===== config.mk =====
export PLATFORM = sky130hd
export DESIGN_NAME = seg_scan_ctrl_flat
export DESIGN_NICKNAME = d
export VERILOG_FILES = /design/src/rtl/seg_scan_ctrl_if.sv /design/src/rtl/seg_scan_ctrl.sv /design/src/flat_wrapper.sv
export SDC_FILE = /design/constraint.sdc
export NUM_CORES = 1
export LEC_CHECK = 0
export BUFFER_PORTS_ARGS = -buffer_cell sky130_fd_sc_hd__buf_2
export CORE_ASPECT_RATIO = 0.8
export CORE_UTILIZATION = 35
export CTS_BUF_LIST = sky130_fd_sc_hd__clkbuf_4
export DETAILED_ROUTE_END_ITERATION = 10
export GPL_TIMING_DRIVEN = 0
export HOLD_SLACK_MARGIN = 0.05
export PLACE_DENSITY = 0.6
export SLEW_MARGIN = 40
export SYNTH_ARGS = -nofsm -noshare
export SYNTH_HDL_FRONTEND = slang
export SYNTH_SLANG_ARGS = --single-unit

===== constraint.sdc =====
create_clock -name i_clk -period 3.5 [get_ports i_clk]
set_clock_uncertainty 0.15 [all_clocks]
set_input_delay 0.175 -clock i_clk [delete_from_list [all_inputs] [get_ports i_clk]]
set_output_delay 0.175 -clock i_clk [all_outputs]
set_load 0.005 [all_outputs]

===== src/rtl/seg_scan_ctrl_if.sv =====
// seg_scan_ctrl_if: load handshake between the datapath (master) and the
// seven-segment scan controller (slave). A transfer happens on a rising
// clock edge where valid and ready are both high.
interface seg_scan_ctrl_if #(
  parameter int DIGITS = 4
);
  logic                  valid;
  logic                  ready;
  logic [4*DIGITS-1:0]   value;  // nibble k = digit k, digit 0 least significant
  logic [DIGITS-1:0]     blank;  // bit k = 1 forces digit k dark

  modport master (
    output valid,
    output value,
    output blank,
    input  ready
  );

  modport slave (
    input  valid,
    input  value,
    input  blank,
    output ready
  );
endinterface


===== src/rtl/seg_scan_ctrl.sv =====
// seg_scan_ctrl: time-multiplexed scan controller for a multi-digit
// common-anode seven-segment display. One shared hex decoder is steered to
// the active digit; new values are double-buffered and only take effect on
// frame boundaries so a frame never shows a mix of old and new digits.
// Optional build macro: SEG_LZ_SUPPRESS_EN enables leading-zero suppression.

// Hex nibble to active-low segments, bit order a..g (o_seg[0] = a).
module hexto7segment (
  input  logic [3:0] i_hex,
  output logic [0:6] o_seg
);
  // Combinational lookup table
  always_comb begin
    o_seg = 7'b1111111;
    case (i_hex)
      4'h0: o_seg = 7'b0000001;
      4'h1: o_seg = 7'b1001111;
      4'h2: o_seg = 7'b0010010;
      4'h3: o_seg = 7'b0000110;
      4'h4: o_seg = 7'b1001100;
      4'h5: o_seg = 7'b0100100;
      4'h6: o_seg = 7'b0100000;
      4'h7: o_seg = 7'b0001111;
      4'h8: o_seg = 7'b0000000;
      4'h9: o_seg = 7'b0000100;
      4'hA: o_seg = 7'b0001000;
      4'hB: o_seg = 7'b1100000;
      4'hC: o_seg = 7'b0110001;
      4'hD: o_seg = 7'b1000010;
      4'hE: o_seg = 7'b0110000;
      4'hF: o_seg = 7'b0111000;
      default: o_seg = 7'b1111111;
    endcase
  end
endmodule

module seg_scan_ctrl #(
  parameter int DIGITS = 4,      // digits scanned, 2..8
  parameter int DIV    = 50000,  // clock cycles per digit slot, >= GAP+2
  parameter int GAP    = 500     // dark cycles at the start of every slot, >= 1
) (
  input  logic               i_clk,
  input  logic               i_rst_n,
  seg_scan_ctrl_if.slave     load,
  output logic [DIGITS-1:0]  o_an,
  output logic [0:6]         o_seg,
  output logic               o_frame
);

  localparam int CW = $clog2(DIV);
  localparam int IW = $clog2(DIGITS);
  localparam logic [CW-1:0] CNT_LAST = CW'(DIV - 1);
  localparam logic [CW-1:0] CNT_GAP  = CW'(GAP);
  localparam logic [IW-1:0] IDX_LAST = IW'(DIGITS - 1);

  typedef enum logic {
    ST_IDLE,
    ST_SCAN
  } state_t;

  // State and buffers
  state_t                state_q,      state_d;
  logic [CW-1:0]         cnt_q,        cnt_d;
  logic [IW-1:0]         idx_q,        idx_d;
  logic [4*DIGITS-1:0]   act_val_q,    act_val_d;
  logic [DIGITS-1:0]     act_blank_q,  act_blank_d;
  logic [4*DIGITS-1:0]   pend_val_q,   pend_val_d;
  logic [DIGITS-1:0]     pend_blank_q, pend_blank_d;
  logic                  pend_v_q,     pend_v_d;

  // Registered display outputs
  logic [DIGITS-1:0]     an_q,         an_d;
  logic [0:6]            seg_q,        seg_d;
  logic                  frame_q,      frame_d;

  // Per-digit view of the active buffer
  logic [3:0]            nib [DIGITS];
  logic [DIGITS-1:0]     digit_dark;
  logic [3:0]            cur_nib;
  logic [0:6]            cur_seg;

  logic                  accept;
  logic                  slot_end;
  logic                  wrap;
  logic                  lit;

  // A digit is dark when blanked, or (optionally) when it is a leading zero.
  generate
    for (genvar gi = 0; gi < DIGITS; gi++) begin : g_digit
      assign nib[gi] = act_val_q[gi*4 +: 4];
`ifdef SEG_LZ_SUPPRESS_EN
      // zero_above: every higher digit is zero or blanked
      logic zero_above;
      if (gi == DIGITS - 1) begin : g_top
        assign zero_above = 1'b1;
      end else begin : g_below
        assign zero_above = g_digit[gi+1].zero_above &&
                            ((nib[gi+1] == 4'h0) || act_blank_q[gi+1]);
      end
      if (gi == 0) begin : g_lsd
        // The least significant digit always shows, so zero displays as "0".
        assign digit_dark[gi] = act_blank_q[gi];
      end else begin : g_upper
        assign digit_dark[gi] = act_blank_q[gi] ||
                                ((nib[gi] == 4'h0) && zero_above);
      end
`else
      assign digit_dark[gi] = act_blank_q[gi];
`endif
    end
  endgenerate

  assign cur_nib = nib[idx_q];

  hexto7segment u_dec (
    .i_hex (cur_nib),
    .o_seg (cur_seg)
  );

  assign load.ready = !pend_v_q;
  assign accept     = load.valid && !pend_v_q;
  assign slot_end   = (cnt_q == CNT_LAST);
  assign wrap       = (state_q == ST_SCAN) && slot_end && (idx_q == IDX_LAST);
  assign lit        = (state_q == ST_SCAN) && (cnt_q >= CNT_GAP) && !digit_dark[idx_q];

  // Next-state: scan counters, buffer handoff and handshake
  always_comb begin
    state_d      = state_q;
    cnt_d        = cnt_q;
    idx_d        = idx_q;
    act_val_d    = act_val_q;
    act_blank_d  = act_blank_q;
    pend_val_d   = pend_val_q;
    pend_blank_d = pend_blank_q;
    pend_v_d     = pend_v_q;

    case (state_q)
      ST_IDLE: begin
        // Nothing is on display yet, so the first load goes straight to active.
        if (accept) begin
          act_val_d   = load.value;
          act_blank_d = load.blank;
          state_d     = ST_SCAN;
          cnt_d       = '0;
          idx_d       = '0;
        end
      end

      ST_SCAN: begin
        if (slot_end) begin
          cnt_d = '0;
          idx_d = (idx_q == IDX_LAST) ? '0 : idx_q + 1'b1;
        end else begin
          cnt_d = cnt_q + 1'b1;
        end

        if (wrap) begin
          if (pend_v_q) begin
            act_val_d   = pend_val_q;
            act_blank_d = pend_blank_q;
            pend_v_d    = 1'b0;
          end else if (accept) begin
            // Load landing exactly on the frame boundary skips the pending stage.
            act_val_d   = load.value;
            act_blank_d = load.blank;
          end
        end else if (accept) begin
          pend_val_d   = load.value;
          pend_blank_d = load.blank;
          pend_v_d     = 1'b1;
        end
      end

      default: state_d = ST_IDLE;
    endcase
  end

  // Output decode: anodes and segments computed together so they stay aligned
  always_comb begin
    an_d    = '1;
    seg_d   = 7'b1111111;
    frame_d = wrap;
    for (int k = 0; k < DIGITS; k++) begin
      an_d[k] = !(lit && (idx_q == IW'(k)));
    end
    if (lit) begin
      seg_d = cur_seg;
    end
  end

  // State, buffer and output registers
  always_ff @(posedge i_clk or negedge i_rst_n) begin
    if (!i_rst_n) begin
      state_q      <= ST_IDLE;
      cnt_q        <= '0;
      idx_q        <= '0;
      act_val_q    <= '0;
      act_blank_q  <= '0;
      pend_val_q   <= '0;
      pend_blank_q <= '0;
      pend_v_q     <= 1'b0;
      an_q         <= '1;
      seg_q        <= 7'b1111111;
      frame_q      <= 1'b0;
    end else begin
      state_q      <= state_d;
      cnt_q        <= cnt_d;
      idx_q        <= idx_d;
      act_val_q    <= act_val_d;
      act_blank_q  <= act_blank_d;
      pend_val_q   <= pend_val_d;
      pend_blank_q <= pend_blank_d;
      pend_v_q     <= pend_v_d;
      an_q         <= an_d;
      seg_q        <= seg_d;
      frame_q      <= frame_d;
    end
  end

  assign o_an    = an_q;
  assign o_seg   = seg_q;
  assign o_frame = frame_q;

endmodule


===== src/flat_wrapper.sv =====
// flat-port wrapper written by rule: the top's interface ports become plain ports
module seg_scan_ctrl_flat 
#(
  parameter int DIGITS = 4,                             
  parameter int DIV    = 50000,                                          
  parameter int GAP    = 500                                                    
)
  (i_clk, i_rst_n, o_an, o_seg, o_frame, load_valid, load_value, load_blank, load_ready);
  seg_scan_ctrl_if #(.DIGITS(DIGITS)) load_i ();
  input  logic i_clk;
  input  logic i_rst_n;
  output logic [DIGITS-1:0] o_an;
  output logic [0:6] o_seg;
  output logic o_frame;
  input wire logic [$bits(load_i.valid)-1:0] load_valid;
  input wire logic [$bits(load_i.value)-1:0] load_value;
  input wire logic [$bits(load_i.blank)-1:0] load_blank;
  output wire logic [$bits(load_i.ready)-1:0] load_ready;
  assign load_i.valid = load_valid;
  assign load_i.value = load_value;
  assign load_i.blank = load_blank;
  assign load_ready = load_i.ready;
  seg_scan_ctrl #(.DIGITS(DIGITS), .DIV(DIV), .GAP(GAP)) u_core (.i_clk(i_clk), .i_rst_n(i_rst_n), .load(load_i), .o_an(o_an), .o_seg(o_seg), .o_frame(o_frame));
endmodule

* After elaboration in Yosys (flattened, before gate mapping)
Memories as Yosys holds them, arrays and structs flattened.
Cells that the tools add are included.
** Storage, ports and cells
- ROM bits :: 112
- Memories kept :: 1
- Word-level logic and storage cells :: 72
- Register bits after elaboration :: 72
- Input port bits :: 23
- Output and inout port bits :: 13
** Memory list
- (name not given) :: depth 16, width 7, rd ports 1, clocked after Yosys merged registers in 0, write ports 0, RTL line seg_scan_ctrl.sv:15 : case (i_hex)
** Operators by class
- Reduce and logical (&&, ||, !) cells :: 20
- Magnitude comparators :: 3
- Equality and inequality tests :: 7
- Add/subtract/negate cells :: 2
- Bitwise logic cells :: 3
- Muxes and demuxes :: 25
** Operators by type and width (number)
- two-way mux 16 bit :: 5
- one-hot mux 16 bit (2 select lines) :: 2
- two-way mux 4 bit :: 5
- adder 16 x 1 -> 16 bit (second input constant) :: 1
- == test 16 bit (second input constant) :: 1
- greater-or-equal comparator 16 x 9 -> 1 bit (second input constant) :: 1
- logical AND 1 bit :: 9
- binary-select mux 4 bit (select 2 bit) :: 1
- one-hot mux 4 bit (2 select lines) :: 1
- two-way mux 7 bit :: 1
- logical NOT 1 bit :: 6
- two-way mux 2 bit :: 3
- two-way mux 1 bit :: 5
- == test 2 bit (second input constant) :: 2
- inequality test 2 bit (second input constant) :: 2
- one-hot mux 2 bit (2 select lines) :: 1
- AND reduction 2 bit :: 2
- greater-or-equal comparator 3 bit (second input constant) :: 1
- < comparator 2 x 3 -> 1 bit (second input constant) :: 1
- inverter 2 -> 3 bit :: 1
- AND reduction 3 bit :: 1
- adder 2 x 1 -> 2 bit (second input constant) :: 1
- binary-select mux 1 bit (select 2 bit) :: 1
- == test 2 x 1 -> 1 bit (second input constant) :: 1
- 4 further kinds :: 5

* Depth between registers and ports, before layout
- Word-level depth :: 6
- Mapped depth :: 7
- Gate-level depth less buffers :: 6

* Cells and area by module
A second synthesis with hierarchy kept.
** Unflattened totals
- Cell total of the unflattened synthesis :: 361
- Area total of the unflattened synthesis :: 4030.1 µm²
** By module, submodules not included
- seg_scan_ctrl :: seq. area each 1815.5 µm², instances 1, cells an instance 329, area each 3756.1 µm²
- hexto7segment :: seq. area each 0.0 µm², instances 1, cells an instance 32, area each 274.0 µm²

* Worst setup path after synthesis
Ideal clock, no wire load.
- Path type :: reg2reg
- From :: register u_core.idx_q[0]
- To :: register u_core.seg_q, in the netlist u_core.o_seg[0]
- Buffers on the path :: 1
- Period minus slack after synthesis :: 2.363 ns
- Cell stages (with the launch flop) :: 7
- Arrival time :: 2.120 ns
- Path slack :: 1.137 ns
- Path through :: dfrtp_1 -> buf_2 -> mux4_2 -> ha_1 -> or3b_2 -> a21oi_1 -> o31ai_1
** Between the ends
- Word-level cells in the longest chain between the ends :: 6
- Elaborated cells on any way between the ends :: 10
** RTL lines
- start, declared :: RTL line seg_scan_ctrl.sv:64 : logic [IW-1:0] idx_q, idx_d;
- start signal, assigned :: RTL line seg_scan_ctrl.sv:208 : idx_q <= idx_d;
- inverter 2 -> 3 bit (not written as such) :: RTL line seg_scan_ctrl.sv:113 : assign cur_nib = nib[idx_q];
- binary-select mux 4 bit (select 2 bit) :: RTL line seg_scan_ctrl.sv:113
- two-way mux 4 bit (not written as such) (2 in series) :: RTL line seg_scan_ctrl.sv:113
- memory read (16 x 7 bit)
- two-way mux 7 bit (*) :: RTL line seg_scan_ctrl.sv:186 : if (lit) begin
- named net u_core.seg_d (one bit) :: RTL line seg_scan_ctrl.sv:73 : logic [0:6] seg_q, seg_d;
- end signal, assigned :: RTL line seg_scan_ctrl.sv:215 : seg_q <= seg_d;
- end, declared :: RTL line seg_scan_ctrl.sv:73
The timed path passes the listed nets; every way through them passes the cells marked *. The select of a mux whose other input is x is not followed.
A chain may end at the register's enable or synchronous reset.

* Final worst setup path
Same ends and word-level chain as after synthesis.

==> metrics.md <==
| Metric | Value |
|---|---|
| Detailed Route Iter0 Violations | `164` |
| Met3 usage | `4.739%` |
| # IOs | `36` |
| Avg Inst Size Synth | `10.60 sq um` |
| Vias in the first global route | `3168` |
| Synth top area cells | `dfrtp_1 (40%), a211oi_1 (8.4%), dfstp_2 (7.5%)` |
| Post-synth ARST share | `100.0%` |
| CP required | `3.68 ns` |
| Postcts setup bufs | `0` |
| PD cells | `591.7 mW/mm^2` |
| Worst path slowest cell | `mux4_2` |
| GR Util All Layers | `18.05%` |
| Yosys warns | `0` |
| Diode count | `0` |
| Post-synth top area cell | `dfrtp_1` |
| CTS H-tree depth | `3` |
| Post-DP HPWL | `6.421 mm` |
| RSZ-0062 raised after global routing | `false` |
| Vias/cell | `5.495` |
| Final WL | `9.346 mm` |
| Synth cell count leaders | `dfrtp_1 (61), a211oi_1 (43), nor2_1 (26), nand2_1 (23)` |
| Startpoint Class | `flop` |
| Syn_nets | `398` |
| Clock Tree Buf Depth | `2` |
| TritonCTS clock tree | `done` |
| Slew @ Worst Pin | `0.8092 ns` |
| Fin cells | `578` |
| Die area | `0.01142 sq mm` |
| Area share of the largest cell type after synthesis | `39.66%` |
| Initial Utilization | `36.70%` |
| Core Area | `0.01049 sq mm` |
| Hold Fails Final Rpt | `0` |
| Port Buf Inserts | `35` |
| Area grow syn2layout | `20.09%` |
| CP endpoint kind | `flop` |
| Drt drc | `0` |
| Grt peak-use layer | `met2` |
| Final instance area | `0.004622 sq mm` |
| Distinct cells, synth | `47` |
| Tcrit/Tclk final | `75.59%` |
| CTS resizes | `0` |
| Area of the multi-input gates | `0.001874 sq mm` |
| Filler cell count | `1036` |
| Pleak | `1.934 nW` |
| Main synth FF type | `dfrtp_1` |
| First-pass GRT wire length | `15.88 mm` |
| Number of synthesized flops with an enable pin | `0` |
| Worst VDD drop | `0.2699 mV` |
| Post-synthesis sequential area ratio | `47.17%` |
| Via Count | `3176` |
| Root buffer cell | `clkbuf_4` |
| Nets@finish | `468` |
| Die height | `95.79 microns` |
| Max-cap check violation count | `0` |
| Row count | `33` |
| Syn Inst Count | `363` |
| Fin Setup TNS | `0 ns` |
| Post-Syn Area | `0.003849 sq mm` |
| Antenna violations before repair | `0` |
| WL per Instance | `16.17 microns` |
| WS Path Type | `reg -> reg` |
| DP Area | `0.004233 sq mm` |
| Drt first pass iters | `4` |
| Worst-path fanout max | `10` |
| Placed cells | `539` |
| Final setup violation count | `0` |
| Clk_lat worst skew | `0.43 ns` |
| Gr ovfl total | `0` |
| Clk sinks | `72` |
| Critical path arrival | `2.83 ns` |
| FF+latch count, synth | `72` |
| Clock-pin transition on the worst setup and hold timing paths | `0.11 ns` |
| Worst rel slew slack | `45.46%` |
| Share of cells above drive strength 1 | `20.55%` |
| Worst-path cell chain | `buf_2, mux4_2, ha_1, or3b_2, a21oi_1, o31ai_1` |
| FF/Latch Area | `0.001815 sq mm` |
| Crit path time final | `2.646 ns` |
| R2R cell count | `6` |
| CP peak stage delay | `0.62 ns` |
| Cts bufs inserted | `9` |
| Met1 usage | `23.36%` |
| Hold-fix buffers, CTS | `23` |
| Pins Over Slew Limit | `0` |
| Largest net degree at the start of global routing | `51` |
| Max Fclk | `378.0 MHz` |
| Placer Congestion | `0.8232` |
| Status | `finished clean` |
| GRT met2 Usage | `29.17%` |
| Die Wd | `119.2 microns` |
| Final design utilization | `44.07%` |
| Most numerous cell in the Yosys netlist | `dfrtp_1` |
| Antenna Nets Post-Route | `0` |
| Hold Crit Class | `in -> async` |
==> state kept, by name (all words and copies together), names as in the netlist <==
name                 flops
u_core.idx_q             2
u_core.act_blank_q       4
u_core.pend_v_q          1
u_core.o_seg             7
u_core.o_frame           1
u_core.o_an              4
u_core.pend_blank_q      4
u_core.state_q           1
u_core.pend_val_q       16
u_core.cnt_q            16
u_core.act_val_q        16
==> critical path, delay by kind of cell (launching register included) <==
family / cells / cell delay (ns)
DFF: 1 / 0.44
adders and majority gates: 1 / 0.29
buffers and inverters: 1 / 0.28
AOI/OAI and AO/OA: 2 / 0.28
and+or+nand+nor: 1 / 0.48
muxes: 1 / 0.62
==> through the flow <==
step                      power [mW]  setup slack (ns)  hold WS (ns)
after floorplan                1.859             1.137       -0.2706
after global placement         2.088            0.8940        0.2624
after detailed placement       2.142            0.8779       -0.1071
after CTS                      2.765            0.8522        0.1458
after global routing           2.944            0.7131        0.1436
final                          2.735            0.8543        0.1692
==> layout by cell type (no fill, tap or decap), drive strengths merged, types with 6 or more instances in the layout <==
cell / instances
nor4: 6
buf: 45
clkbuf: 30
dlygate4sd3: 23
dfrtp: 61
o21ai: 14
ha: 12
o22ai: 20
a21oi: 10
dfstp: 11
inv: 10
a211oi: 43
mux2: 25
nor2: 26
a31oi: 9
nand3: 8
nand2: 23
==> kinds of logic after synthesis <==
logic type	count (synthesis)	share of synthesized area, %
compound gates	115	20.64
simple gates	86	11.74
flops	72	47.17
buf+inv	39	4.129
mux	34	11.28
fa+ha+maj	12	3.901
xor+xnor	5	1.138
==> final timing paths <==
kind	startpoint	to	slack, ns
min in group i_clk	u_core.pend_val_q[13]$_DFFE_PN0P_	u_core.pend_val_q[13]$_DFFE_PN0P_	0.35
min reg2reg	u_core.pend_val_q[13]$_DFFE_PN0P_	u_core.pend_val_q[13]$_DFFE_PN0P_	0.35
max	u_core.idx_q[0]$_DFFE_PN0P_	u_core.o_seg[0]$_DFF_PN1_	0.85
min	i_rst_n	u_core.o_an[2]$_DFF_PN1_	0.17
max in group asynchronous	i_rst_n	u_core.idx_q[0]$_DFFE_PN0P_	2.06
max reg2reg	u_core.idx_q[0]$_DFFE_PN0P_	u_core.o_seg[0]$_DFF_PN1_	0.85
==> area by class of cell <==
type	count	share of cell area, %
buffer	29	2.626
clock buffer	10	1.624
clock inverter	6	1.814
inverter	10	0.8121
multi-input combinational	252	40.55
sequential	72	39.28
tap	140	3.790
timing repair buffer	59	9.502
==> where the power goes <==
part	internal, mW	total (mW)	switching [mW]
Clock	0.294	0.590	0.296
Combinational	0.405	0.860	0.455
Sequential	1.09	1.28	0.198
==> routing by layer <==
metal  share of wire, %  vias up
met5                  0        -
met4                1.8        0
met3                3.9       16
met2                 46       58
met1                 48     1576
li1                   -     1526
No activity file was read; power rests on OpenSTA's default activity.
